## src/rtl/mips32_pkg.sv

```systemverilog
// Shared definitions for the MIPS32 boot loader and core: loader state encoding and the HLT opcode.
package mips32_pkg;

    localparam int unsigned DATA_W = 32;
    localparam logic [5:0]  HLT_OP = 6'h3f;

    typedef enum logic [2:0] {
        LDR_IDLE,
        LDR_LOAD,
        LDR_RELEASE,
        LDR_RUN,
        LDR_ERROR
    } ldr_state_t;

endpackage

```

## src/rtl/mips32_prog_loader.sv

```systemverilog
// Boot-time program loader: streams words into instruction memory, then releases the core until HLT.
// Optional MIPS32_LDR_CHECKSUM_EN: the s_last beat carries an XOR checksum and is not written.
module mips32_prog_loader
    import mips32_pkg::*;
#(
    parameter int unsigned ADDR_W    = 10,
    parameter int unsigned BASE_ADDR = 0,
    parameter int unsigned MAX_WORDS = 1024
) (
    input  logic              clk,
    input  logic              rst_n,
    input  logic              s_valid,
    input  logic [DATA_W-1:0] s_data,
    input  logic              s_last,
    output logic              s_ready,
    output logic              mem_we,
    output logic [ADDR_W-1:0] mem_addr,
    output logic [DATA_W-1:0] mem_wdata,
    output logic              core_pc_clr,
    output logic              core_run,
    input  logic              core_halted,
    output logic [ADDR_W:0]   word_count,
    output logic              done,
    output logic              err
);

    ldr_state_t      state, state_nxt;
    logic            accepting;
    logic            beat;
    logic            ovf;
    logic            wr_go;
    logic [ADDR_W:0] cnt_base;

    assign accepting = (state == LDR_IDLE) || (state == LDR_LOAD);
    // Gated by rst_n so s_ready reads 0 while reset is held, like every other output.
    assign s_ready   = rst_n && accepting;
    assign beat      = s_valid && accepting;
    assign cnt_base  = (state == LDR_IDLE) ? '0 : word_count;
    assign ovf       = beat && (state == LDR_LOAD) && (word_count == (ADDR_W+1)'(MAX_WORDS));

`ifdef MIPS32_LDR_CHECKSUM_EN
    logic [DATA_W-1:0] csum;
    assign wr_go = beat && !ovf && !s_last;
`else
    assign wr_go = beat && !ovf;
`endif

    assign core_pc_clr = (state == LDR_RELEASE);
    assign core_run    = (state == LDR_RUN);

    always_comb begin
        state_nxt = state;
        unique case (state)
            LDR_IDLE, LDR_LOAD: begin
                if (beat) begin
                    if (ovf)
                        state_nxt = LDR_ERROR;
`ifdef MIPS32_LDR_CHECKSUM_EN
                    // A checksum beat in IDLE means an empty program: reject it.
                    else if (s_last)
                        state_nxt = (state == LDR_LOAD && s_data == csum) ? LDR_RELEASE : LDR_ERROR;
`else
                    else if (s_last)
                        state_nxt = LDR_RELEASE;
`endif
                    else
                        state_nxt = LDR_LOAD;
                end
            end
            LDR_RELEASE: state_nxt = LDR_RUN;
            LDR_RUN:     if (core_halted) state_nxt = LDR_IDLE;
            LDR_ERROR:   state_nxt = LDR_ERROR;
            default:     state_nxt = LDR_ERROR;
        endcase
    end

    always_ff @(posedge clk or negedge rst_n) begin
        if (!rst_n) begin
            state      <= LDR_IDLE;
            mem_we     <= 1'b0;
            mem_addr   <= '0;
            mem_wdata  <= '0;
            word_count <= '0;
            done       <= 1'b0;
            err        <= 1'b0;
        end else begin
            state  <= state_nxt;
            mem_we <= wr_go;
            done   <= (state == LDR_RUN) && core_halted;
            if (wr_go) begin
                mem_addr  <= ADDR_W'(BASE_ADDR) + cnt_base[ADDR_W-1:0];
                mem_wdata <= s_data;
            end
            if (beat && !ovf)
                word_count <= cnt_base + (ADDR_W+1)'(wr_go);
            if (state_nxt == LDR_ERROR)
                err <= 1'b1;
        end
    end

`ifdef MIPS32_LDR_CHECKSUM_EN
    always_ff @(posedge clk or negedge rst_n) begin
        if (!rst_n)
            csum <= '0;
        else if (wr_go)
            csum <= (state == LDR_IDLE) ? s_data : (csum ^ s_data);
    end
`endif

endmodule
```

## config.mk

```make
export PLATFORM = sky130hd
export DESIGN_NAME = mips32_prog_loader
export DESIGN_NICKNAME = d
export VERILOG_FILES = /design/src/rtl/mips32_pkg.sv /design/src/rtl/mips32_prog_loader.sv
export SDC_FILE = /design/constraint.sdc
export NUM_CORES = 1
export LEC_CHECK = 0
export ABC_CLOCK_PERIOD_IN_PS = 5650
export BUFFER_PORTS_ARGS = -buffer_cell sky130_fd_sc_hd__buf_2
export CORE_UTILIZATION = 45
export CTS_CLUSTER_DIAMETER = 40
export DETAILED_ROUTE_END_ITERATION = 12
export PLACE_DENSITY = 0.74
export SYNTH_ARGS = -nofsm -noshare
export SYNTH_HDL_FRONTEND = slang
export SYNTH_SLANG_ARGS = --single-unit
```

## constraint.sdc

```tcl
create_clock -name clk -period 5.65 [get_ports clk]
set_clock_uncertainty 0.2 [all_clocks]
set_input_delay 0.2825 -clock clk [delete_from_list [all_inputs] [get_ports clk]]
set_output_delay 0.2825 -clock clk [all_outputs]
set_load 0.01 [all_outputs]
```

==> results of run 1 <==
-- worst max path at each step --
stage	endpoint	startpoint	depth (start not counted)
final	word_count[8]$_DFFE_PN0P_	state[1]$_DFF_PN0_	10
after global routing	word_count[8]$_DFFE_PN0P_	state[1]$_DFF_PN0_	10
after CTS	word_count[8]$_DFFE_PN0P_	state[1]$_DFF_PN0_	10
after detailed placement	word_count[8]$_DFFE_PN0P_	state[1]$_DFF_PN0_	10
after global placement	word_count[10]$_DFFE_PN0P_	state[1]$_DFF_PN0_	10
after floorplan	word_count[4]$_DFFE_PN0P_	word_count[9]$_DFFE_PN0P_	12
-- power by group through the flow --
stage | clock network (mW) | logic [mW] | registers (mW)
finish | 0.488 | 0.195 | 0.505
global route | 0.517 | 0.217 | 0.514
CTS | 0.500 | 0.197 | 0.505
detailed placement | 0 | 0.178 | 0.512
global placement | 0 | 0.175 | 0.510
floorplan | 0 | 0.0709 | 0.534
-- through the flow --
step / area, µm² / hold slack, ns / power, mW / util (%) / instances
after CTS: 3650 / 0.0902 / 1.20 / 66.7 / 404
after global placement: 3040 / 0.246 / 0.685 / 55.5 / 353
after detailed placement: 3040 / 0.246 / 0.690 / 55.5 / 353
final: 3650 / 0.111 / 1.19 / 66.7 / 404
after global routing: 3650 / 0.107 / 1.25 / 66.7 / 404
after floorplan: 2540 / -0.213 / 0.605 / - / 195
-- cells in the final DEF, fill, tap and decap left out, drive strengths merged --
| master | netlist | final |
|---|---|---|
| nor3 | 3 | 3 |
| bufinv | 0 | 3 |
| dfrtp | 59 | 59 |
| dlygate4sd3 | 0 | 35 |
| o21ai | 2 | 2 |
| or3 | 2 | 2 |
| or2 | 1 | 1 |
| o31ai | 1 | 1 |
| and2 | 3 | 3 |
| a31oi | 5 | 5 |
| nand2 | 10 | 10 |
| nor2 | 6 | 6 |
| a22o | 1 | 1 |
| nor3b | 2 | 2 |
| o21bai | 1 | 1 |
| nand4b | 1 | 1 |
| a31o | 6 | 6 |
| clkinv | 0 | 1 |
| ha | 2 | 2 |
| inv | 5 | 5 |
| xor2 | 5 | 5 |
| a21oi | 3 | 3 |
| nand3 | 7 | 7 |
| nor4 | 4 | 4 |
| mux2 | 36 | 36 |
| nor2b | 1 | 1 |
| clkbuf | 5 | 12 |
| nor4b | 1 | 1 |
| buf | 6 | 97 |
| and3 | 1 | 1 |
| mux2i | 2 | 2 |
| nand4 | 5 | 5 |
| nand2b | 1 | 1 |
| o22ai | 1 | 1 |
| a21boi | 7 | 7 |
-- what timing repair did --
item | in CTS | in global routing
hold buffers | 35 | 0
hold endpoints to repair | 93 | 0
gates resized for setup | 0 | 0
-- layout make-up --
class	instances	area, µm²
clock inverter	4	95.1
multi-input combinational	120	962
tap	72	90.1
sequential	59	1480
timing repair buffer	132	841
inverter	5	18.8
clock buffer	12	165
fill	431	1820
-- registers in the layout (all words and copies together) (netlist names) --
| register | flops |
|---|---|
| mem_addr | 10 |
| word_count | 11 |
| mem_wdata | 32 |
| done | 1 |
| mem_we | 1 |
| state | 3 |
| err | 1 |
-- worst reg2reg max path, delay by kind of cell (launching register included) --
| family | cells | cell delay, ns |
|---|---|---|
| simple gates | 6 | 1.75 |
| flops | 1 | 0.48 |
| fa+ha+maj | 2 | 0.39 |
| xor+xnor | 1 | 0.21 |
| buf+inv | 1 | 0.10 |
-- cell families (layout without fill, tap and decap cells) --
kind of cell               after synthesis  after routing  synth area share, %
AOI/OAI and AO/OA                       27             27                 7.53
xor gates and xnor gates                 5              5                 1.72
adders and majority gates                2              2                0.984
buffers and inverters                   16            153                 4.13
DFF                                     59             59                 58.0
muxes                                   38             38                 16.7
and+or+nand+nor                         48             48                 10.9
-- layer usage --
layer	routed length, µm	part of all wire [%]	vias up	global-route usage (%)
li1	-	-	965	-
met1	2420	44	974	25.5
met2	2700	49	77	33.0
met3	353	6.3	7	5.36
met4	82	1.5	0	9.06
met5	0	0	-	0
==> results.md, run 1 <==
Routing:
- The ratio of routed vias to standard cells is roughly 5.
- The total wire length is about 5600 µm.
- In the final routed layout, each cell accounts on average for about 14 µm.
- The starting DRC count in detailed routing is approximately 130.
- The final route contains between 2,000 and 2,500 vias.
- For this run, the detailed router's first-pass iteration total came to 4.
- The count of nets left with antenna violations once routing finished came out at 0.
- The residual DRC count is 0.

Setup path:
- The worst path arrival time is 3.26 ns.
- The largest stage delay on the critical path is between 0.8 and 0.9 ns.
- In this run the worst path has a maximum fanout of 18.
- The startpoint of the worst-slack reg-to-reg timing path is state[1]$_DFF_PN0_.
- The end of the worst register-to-register path is word_count[8]$_DFFE_PN0P_.
- Walking the worst path, the cells encountered are nand2b_1 > nor2_1 > nand2_1 > inv_2 > ha_1 > ha_1 > nand3_1 > nor2_1 > nand4_1 > xor2_1.
- Across all register-to-register paths, the minimum setup slack is approximately 2.4 ns.
- The category of cells accounting for the largest share of critical-path delay is simple AND/OR/NAND/NOR gates.
- The required time of the worst setup path is approximately 5.7 ns.
- The kind of critical path is flip-flop to flip-flop.
- The worst reg2reg path depth is 10.
- The slowest stage of the critical path belongs to the cell nor2_1.
- The nature of the critical path endpoint is a flip-flop.
- The worst setup path is launched from a flip-flop.
- The number of buffer and inverter instances along the worst setup path is 1.

Power and ir drop:
- In this run, the combinational gates consume between 10% and 20% of the power.
- The cell-internal power is 0.902 mW.
- The net switching power is 0.287 mW.
- For this design the ratio of total power to cell area is about 330 nW/µm².
- The clock network is responsible for about two fifths of the overall power.
- The leakage power total is ~1.8 nW.
- The portion of total power attributed to sequential cells is between 40% and 50%.
- The worst supply voltage drop on vdd is between 0.00015 and 0.0002 V.
- Net switching is 24.1% of the power.

Clock network:
- The number of clock sinks seen by CTS is 59.
- TritonCTS built the clock tree.
- The cell chosen for the clock root is clkbuf_8.
- Clock-pin slew was measured on the worst setup and hold paths at approximately 0.07 ns.
- The clock tree synthesis step divided the H-tree into 3 levels.
- The later pin in the worst-skew pair is clocked with a latency of 0.32 ns.
- The buffer count from post-CTS setup fixing is 0.
- No sink is reached through more buffers than the 2 on the longest clock path.
- Clock tree synthesis inserted a total of 9 buffers.

Synthesis:
- The async set or reset register ratio after synthesis is 100%.
- The gate count of the mapped netlist is ~200.
- Ranked by total cell area, the synthesized netlist is headed by dfrtp_1 58%, mux2_1 16%, buf_6 2.7%, a31o_1 2.1%, xor2_1 1.7%.
- Synthesis instantiated 37 different standard cells from the library.
- The number of nets produced by synthesis is roughly 230.
- The share of Yosys cell area claimed by the top area cell type is about 58%.
- Synthesis inferred 59 register bits.
- The biggest area contributor in the post-synthesis netlist is dfrtp_1.
- The average cell area after synthesis is 13.0 µm².
- The most frequent cell after synthesis is dfrtp_1.
- Summing the sequential cell areas from Yosys gives 58.0% of the chip area.
- Yosys printed 0 warnings.
- Yosys mapped a number of flops with a built-in enable equal to 0.
- In the synthesized netlist the dominant register cell turns out to be dfrtp_1.
- The commonest cells after synthesis are 59 x dfrtp_1, 36 x mux2_1, 10 x nand2_1, 7 x nand3_1.
- The mapped netlist covers about 2500 µm².

Global routing:
- Entering global routing, the biggest net connects 61 pins.
- Global routing used roughly a fifth of the available tracks across all layers.
- The leftover overflow at the end of global routing is 0.
- The number of global-route vias before repair was 1,991.
- The first global-routing pass estimated 9430 µm of wire.
- The initial antenna violation count is 0.

STA:
- For this run, the top clock speed supported by timing is a little over 300 MHz.
- The worst pin sits at a relative slew slack of 24.4%.
- Setup repair after global routing left no endpoint under its margin.
- The hold violation count in the final report is 0.
- The aggregate negative setup slack is 0 ns.
- The final cycle utilization of the critical path is 57.6%.
- The number of endpoints failing setup at the final stage is 0.
- The final count of pins violating max slew came to 0.
- The final critical-path required period is around 3.3 ns.
- At the pin with the least slew margin, the transition time is 1.13 ns.
- The worst setup margin is about 2.4 ns.

Placement:
- The worst setup slack before clock tree synthesis is 2.46 ns.
- Detailed placement ended at an HPWL of 3340 µm.
- In this run the tool buffered the top-level ports with between 90 and 100 buffer cells.
- The weighted congestion at the end of routability-driven global placement is roughly 0.82.

Hold path:
- The worst hold path startpoint is s_valid.
- The class of the tightest hold or removal check is input port to flip-flop.
- The depth of the worst hold-timing path is 3.
- The worst hold path terminates at state[2]$_DFF_PN0_.

Floorplanning:
- Measured along the x axis, the die boundary spans about 77 µm.
- The overall die height is a little under 80 µm.
- In this run the core area contains 27 standard-cell rows.
- The area enclosed by the die boundary is 5960 µm².
- The initial cell density of the core is a little under half.
- The core region is ~5500 µm².
- In this run the count of I/O pins placed on the die edge is 96.

Final layout:
- The antenna diode count is 0.
- Cells with a size suffix above 1 make up 34.9% of the layout.
- Compared with the post-synthesis result, the final layout area differs by 43.4%.
- The final net count is 366.

Run status:
- The run finished with clean final reports.

Flow run:
- The number of max-cap violations is 0.
No activity file was read; power rests on OpenSTA's default activity.
==> inputs of run 2 (changes only) <==
--- a/config.mk
+++ b/config.mk
@@ -5,7 +5,7 @@
 export SDC_FILE = /design/constraint.sdc
 export NUM_CORES = 1
 export LEC_CHECK = 0
-export ABC_CLOCK_PERIOD_IN_PS = 5650
+export ABC_CLOCK_PERIOD_IN_PS = 3000
 export BUFFER_PORTS_ARGS = -buffer_cell sky130_fd_sc_hd__buf_2
 export CORE_UTILIZATION = 45
 export CTS_CLUSTER_DIAMETER = 40
==> constraint.sdc (replaced) <==
create_clock -name clk -period 3 [get_ports clk]
set_clock_uncertainty 0.2 [all_clocks]
set_input_delay 0.15 -clock clk [delete_from_list [all_inputs] [get_ports clk]]
set_output_delay 0.15 -clock clk [all_outputs]
set_load 0.01 [all_outputs]
==> run 2 against run 1 <==
Clock-buffer cell count rose by 1. Total power is 66% higher. Highest routed layer unchanged. Sequential power rose by 89%. Register-to-register slack got worse by 1.8 ns. Cell count is 0.99% higher. Clock power grew 33%. Critical endpoint is now word_count[4]$_DFFE_PN0P_.
==> results.md, run 2 (same netlist as run 1, synthesis figures left out) <==
Run status:
- The flow ran to the end, and the final reports show no timing, DRC or antenna violations.

Setup path:
- The largest stage delay on the critical path is 0.46 ns.
- The slowest cell on the critical path is dfrtp_1.
- Along the worst path, the maximum fanout reaches 8.
- The category of cells accounting for the largest share of critical-path delay is simple AND/OR/NAND/NOR gates.
- The nature of the critical path endpoint is a flip-flop.
- For the worst setup path, the data required time is approximately 3.0 ns.
- STA classifies the critical path startpoint as a flip-flop.
- Data arrives at the worst endpoint at 2.39 ns.
- The number of buffers and inverters on the critical path is 1.
- Walking the worst path, the cells encountered are nor4b_1 > nand4_2 > nand2_1 > inv_2 > ha_1 > ha_1 > nand3_1 > nor2_1 > a31oi_1 > a31oi_1.
- The kind of critical path is flip-flop to flip-flop.

Final layout:
- The share of cells above drive strength 1 is 35.1%.
- In the final layout, the registers with the most flip-flops are mem_wdata x32, word_count x11, mem_addr x10.
- mem_wdata holds more flip-flops than any other register.
- The library cell used most frequently in the layout, excluding fill and tap cells, is buf_2.
- The flip-flop count of the largest register, all copies and words added is 32.
- The final net count is 371.
- Registers take roughly 1500 µm².
- The multi-input combinational cell area is between 900 and 1000 µm².
- The core utilization of the finished layout is around 66%.
- The signed area change from the synthesized netlist to the final layout is 41.8%.
- The count of filler cells inserted in the layout is ~460.
- The top cell types in the final layout, fill and taps aside, are 95 x buf_2, 59 x dfrtp_1, 36 x mux2_1, 36 x dlygate4sd3_1, 12 x clkbuf_8.
- The antenna diode count is 0.

Power and ir drop:
- Dividing total power by cell area gives a power density of about 550 nW/µm².
- The worst supply voltage drop on vdd is 0.000306 V.
- The leakage power total is about 1.8 nW.

Routing:
- For this run, the detailed router's first-pass iteration total came to 4.
- Dividing the detail-routed wire length by the instance count gives ~14 µm.
- In the routed design, unresolved DRC markers number 0.
- The count of nets left with antenna violations once routing finished came out at 0.
- Using the TritonRoute via totals, the vias-per-cell ratio works out to 5.03.
- The total wire length is roughly 5700 µm.
- In this run, the number of DRC markers left after iteration 0 of detailed routing was roughly 90.
- The number of vias after detailed routing is between 2,000 and 2,500.

Clock network:
- The number of resized instances in the post-cts repair step is 0.
- The buffer count from post-CTS setup fixing is 0.
- The clock slew seen by the registers of the worst setup and hold paths is about 0.06 ns.
- The later-pin clock latency in the skew report is 0.32 ns.
- The number of levels the H-tree was split into is 3.
- TritonCTS built the clock tree.
- The clock drives roughly 60 sinks.
- The count of hold-fix buffers inserted at cts is 36.
- In this run the deepest clock path goes through 2 buffers.
- The cell chosen for the clock root is clkbuf_8.
- The number of buffers created by CTS is 9.

Floorplanning:
- The initial cell density of the core is roughly 46%.
- The area enclosed by the die boundary is 5960 µm².
- For this design the top-level I/O count stands at 96.
- The overall die height is ~77 µm.
- In this run the core area contains 27 standard-cell rows.
- The horizontal die dimension is between 70 and 80 µm.
- The core region area is approximately 5500 µm².

STA:
- The aggregate negative setup slack is 0 ns.
- For the pin with the worst max-slew slack, the measured transition is around 0.73 ns.
- Setup repair after global routing left no endpoint under its margin.
- Setup violations remaining at the end of the flow were counted as 0.
- The relative slew slack is around half.
- The worst path uses 80.5% of the clock period.
- The final critical-path required period is 2.41 ns.
- Derived from the worst setup path, the maximum achievable clock frequency is about 410 MHz.
- The hold violation count in the final report is 0.
- The final count of pins violating max slew is 0.

Global routing:
- The number of global-route vias before repair is 2,110.
- The first global-routing pass estimated ~10000 µm of wire.
- The initial antenna violation count is 0.
- The largest net degree at the start of global routing is 60.
- The total global-route track usage is 21.1%.
- Summed over all layers, the global routing overflow is 0.

Placement:
- The congestion estimate from routability-driven global placement came to 0.802.
- Detailed placement ended at an HPWL of between 3000 and 4000 µm.
- The number of port buffers is 95.

Hold path:
- The worst hold path belongs to the class flip-flop to flip-flop.

Flow run:
- Max-cap violations in this run came to 0.
[run 2: cell count changes in the layout (fill, tap and decap cells not counted)]
cell	previous run	this run
buf_4	2	6
bufinv_16	3	0
clkbuf_1	0	1
clkinv_2	1	2
dlygate4sd3_1	35	36
[run 2: layer usage]
metal	GRT usage (%)	part of all wire [%]	vias up
met2	34.3	49	66
li1	-	-	970
met1	25.8	43	1004
met5	0	0	-
met3	5.71	6.1	11
met4	10.6	1.7	0
[run 2: final timing paths]
check,slack (ns),from,cells after the start,end
max reg2reg,0.59,word_count[5]$_DFFE_PN0P_,10,word_count[4]$_DFFE_PN0P_
max,0.59,word_count[5]$_DFFE_PN0P_,10,word_count[4]$_DFFE_PN0P_
min reg2reg,0.27,err$_DFFE_PN0N_,1,err$_DFFE_PN0N_
min,0.27,err$_DFFE_PN0N_,1,err$_DFFE_PN0N_
min in group asynchronous,0.38,rst_n,3,mem_addr[6]$_DFFE_PN0P_
max in group asynchronous,1.75,rst_n,3,mem_wdata[25]$_DFFE_PN0P_
[run 2: power breakdown]
part / switching [mW] / leakage [nW] / internal, mW / total, mW
logic: 0.185 / 0.916 / 0.188 / 0.373
clock network: 0.289 / 0.0953 / 0.360 / 0.649
registers: 0.0582 / 0.740 / 0.895 / 0.953
[run 2: cell type report]
| cell class | instances | area share [%] |
|---|---|---|
| Clock inverter | 2 | 0.277 |
| Multi-Input combinational cell | 120 | 26.7 |
| Tap cell | 72 | 2.50 |
| Clock buffer | 13 | 4.68 |
| Sequential cell | 59 | 40.9 |
| Inverter | 5 | 0.520 |
| Timing Repair Buffer | 137 | 24.4 |
[run 2: worst reg2reg max path: cells and delay by family, from the launching register on]
kind	cells	cell delay, ns
AOI/OAI and AO/OA	2	0.25
adders and majority gates	2	0.45
buffers and inverters	1	0.04
DFF	1	0.46
and+or+nand+nor	5	0.87
[run 2: stage by stage]
stage	instances	worst slack (ns)	area [µm²]	total power [mW]	hold WS, ns
floorplan	195	0.364	2540	1.14	-0.346
global placement	357	0.658	3070	1.29	0.164
detailed placement	357	0.580	3070	1.30	0.170
CTS	408	0.567	3610	2.00	0.263
global route	408	0.337	3610	2.10	0.268
finish	408	0.585	3610	1.98	0.266
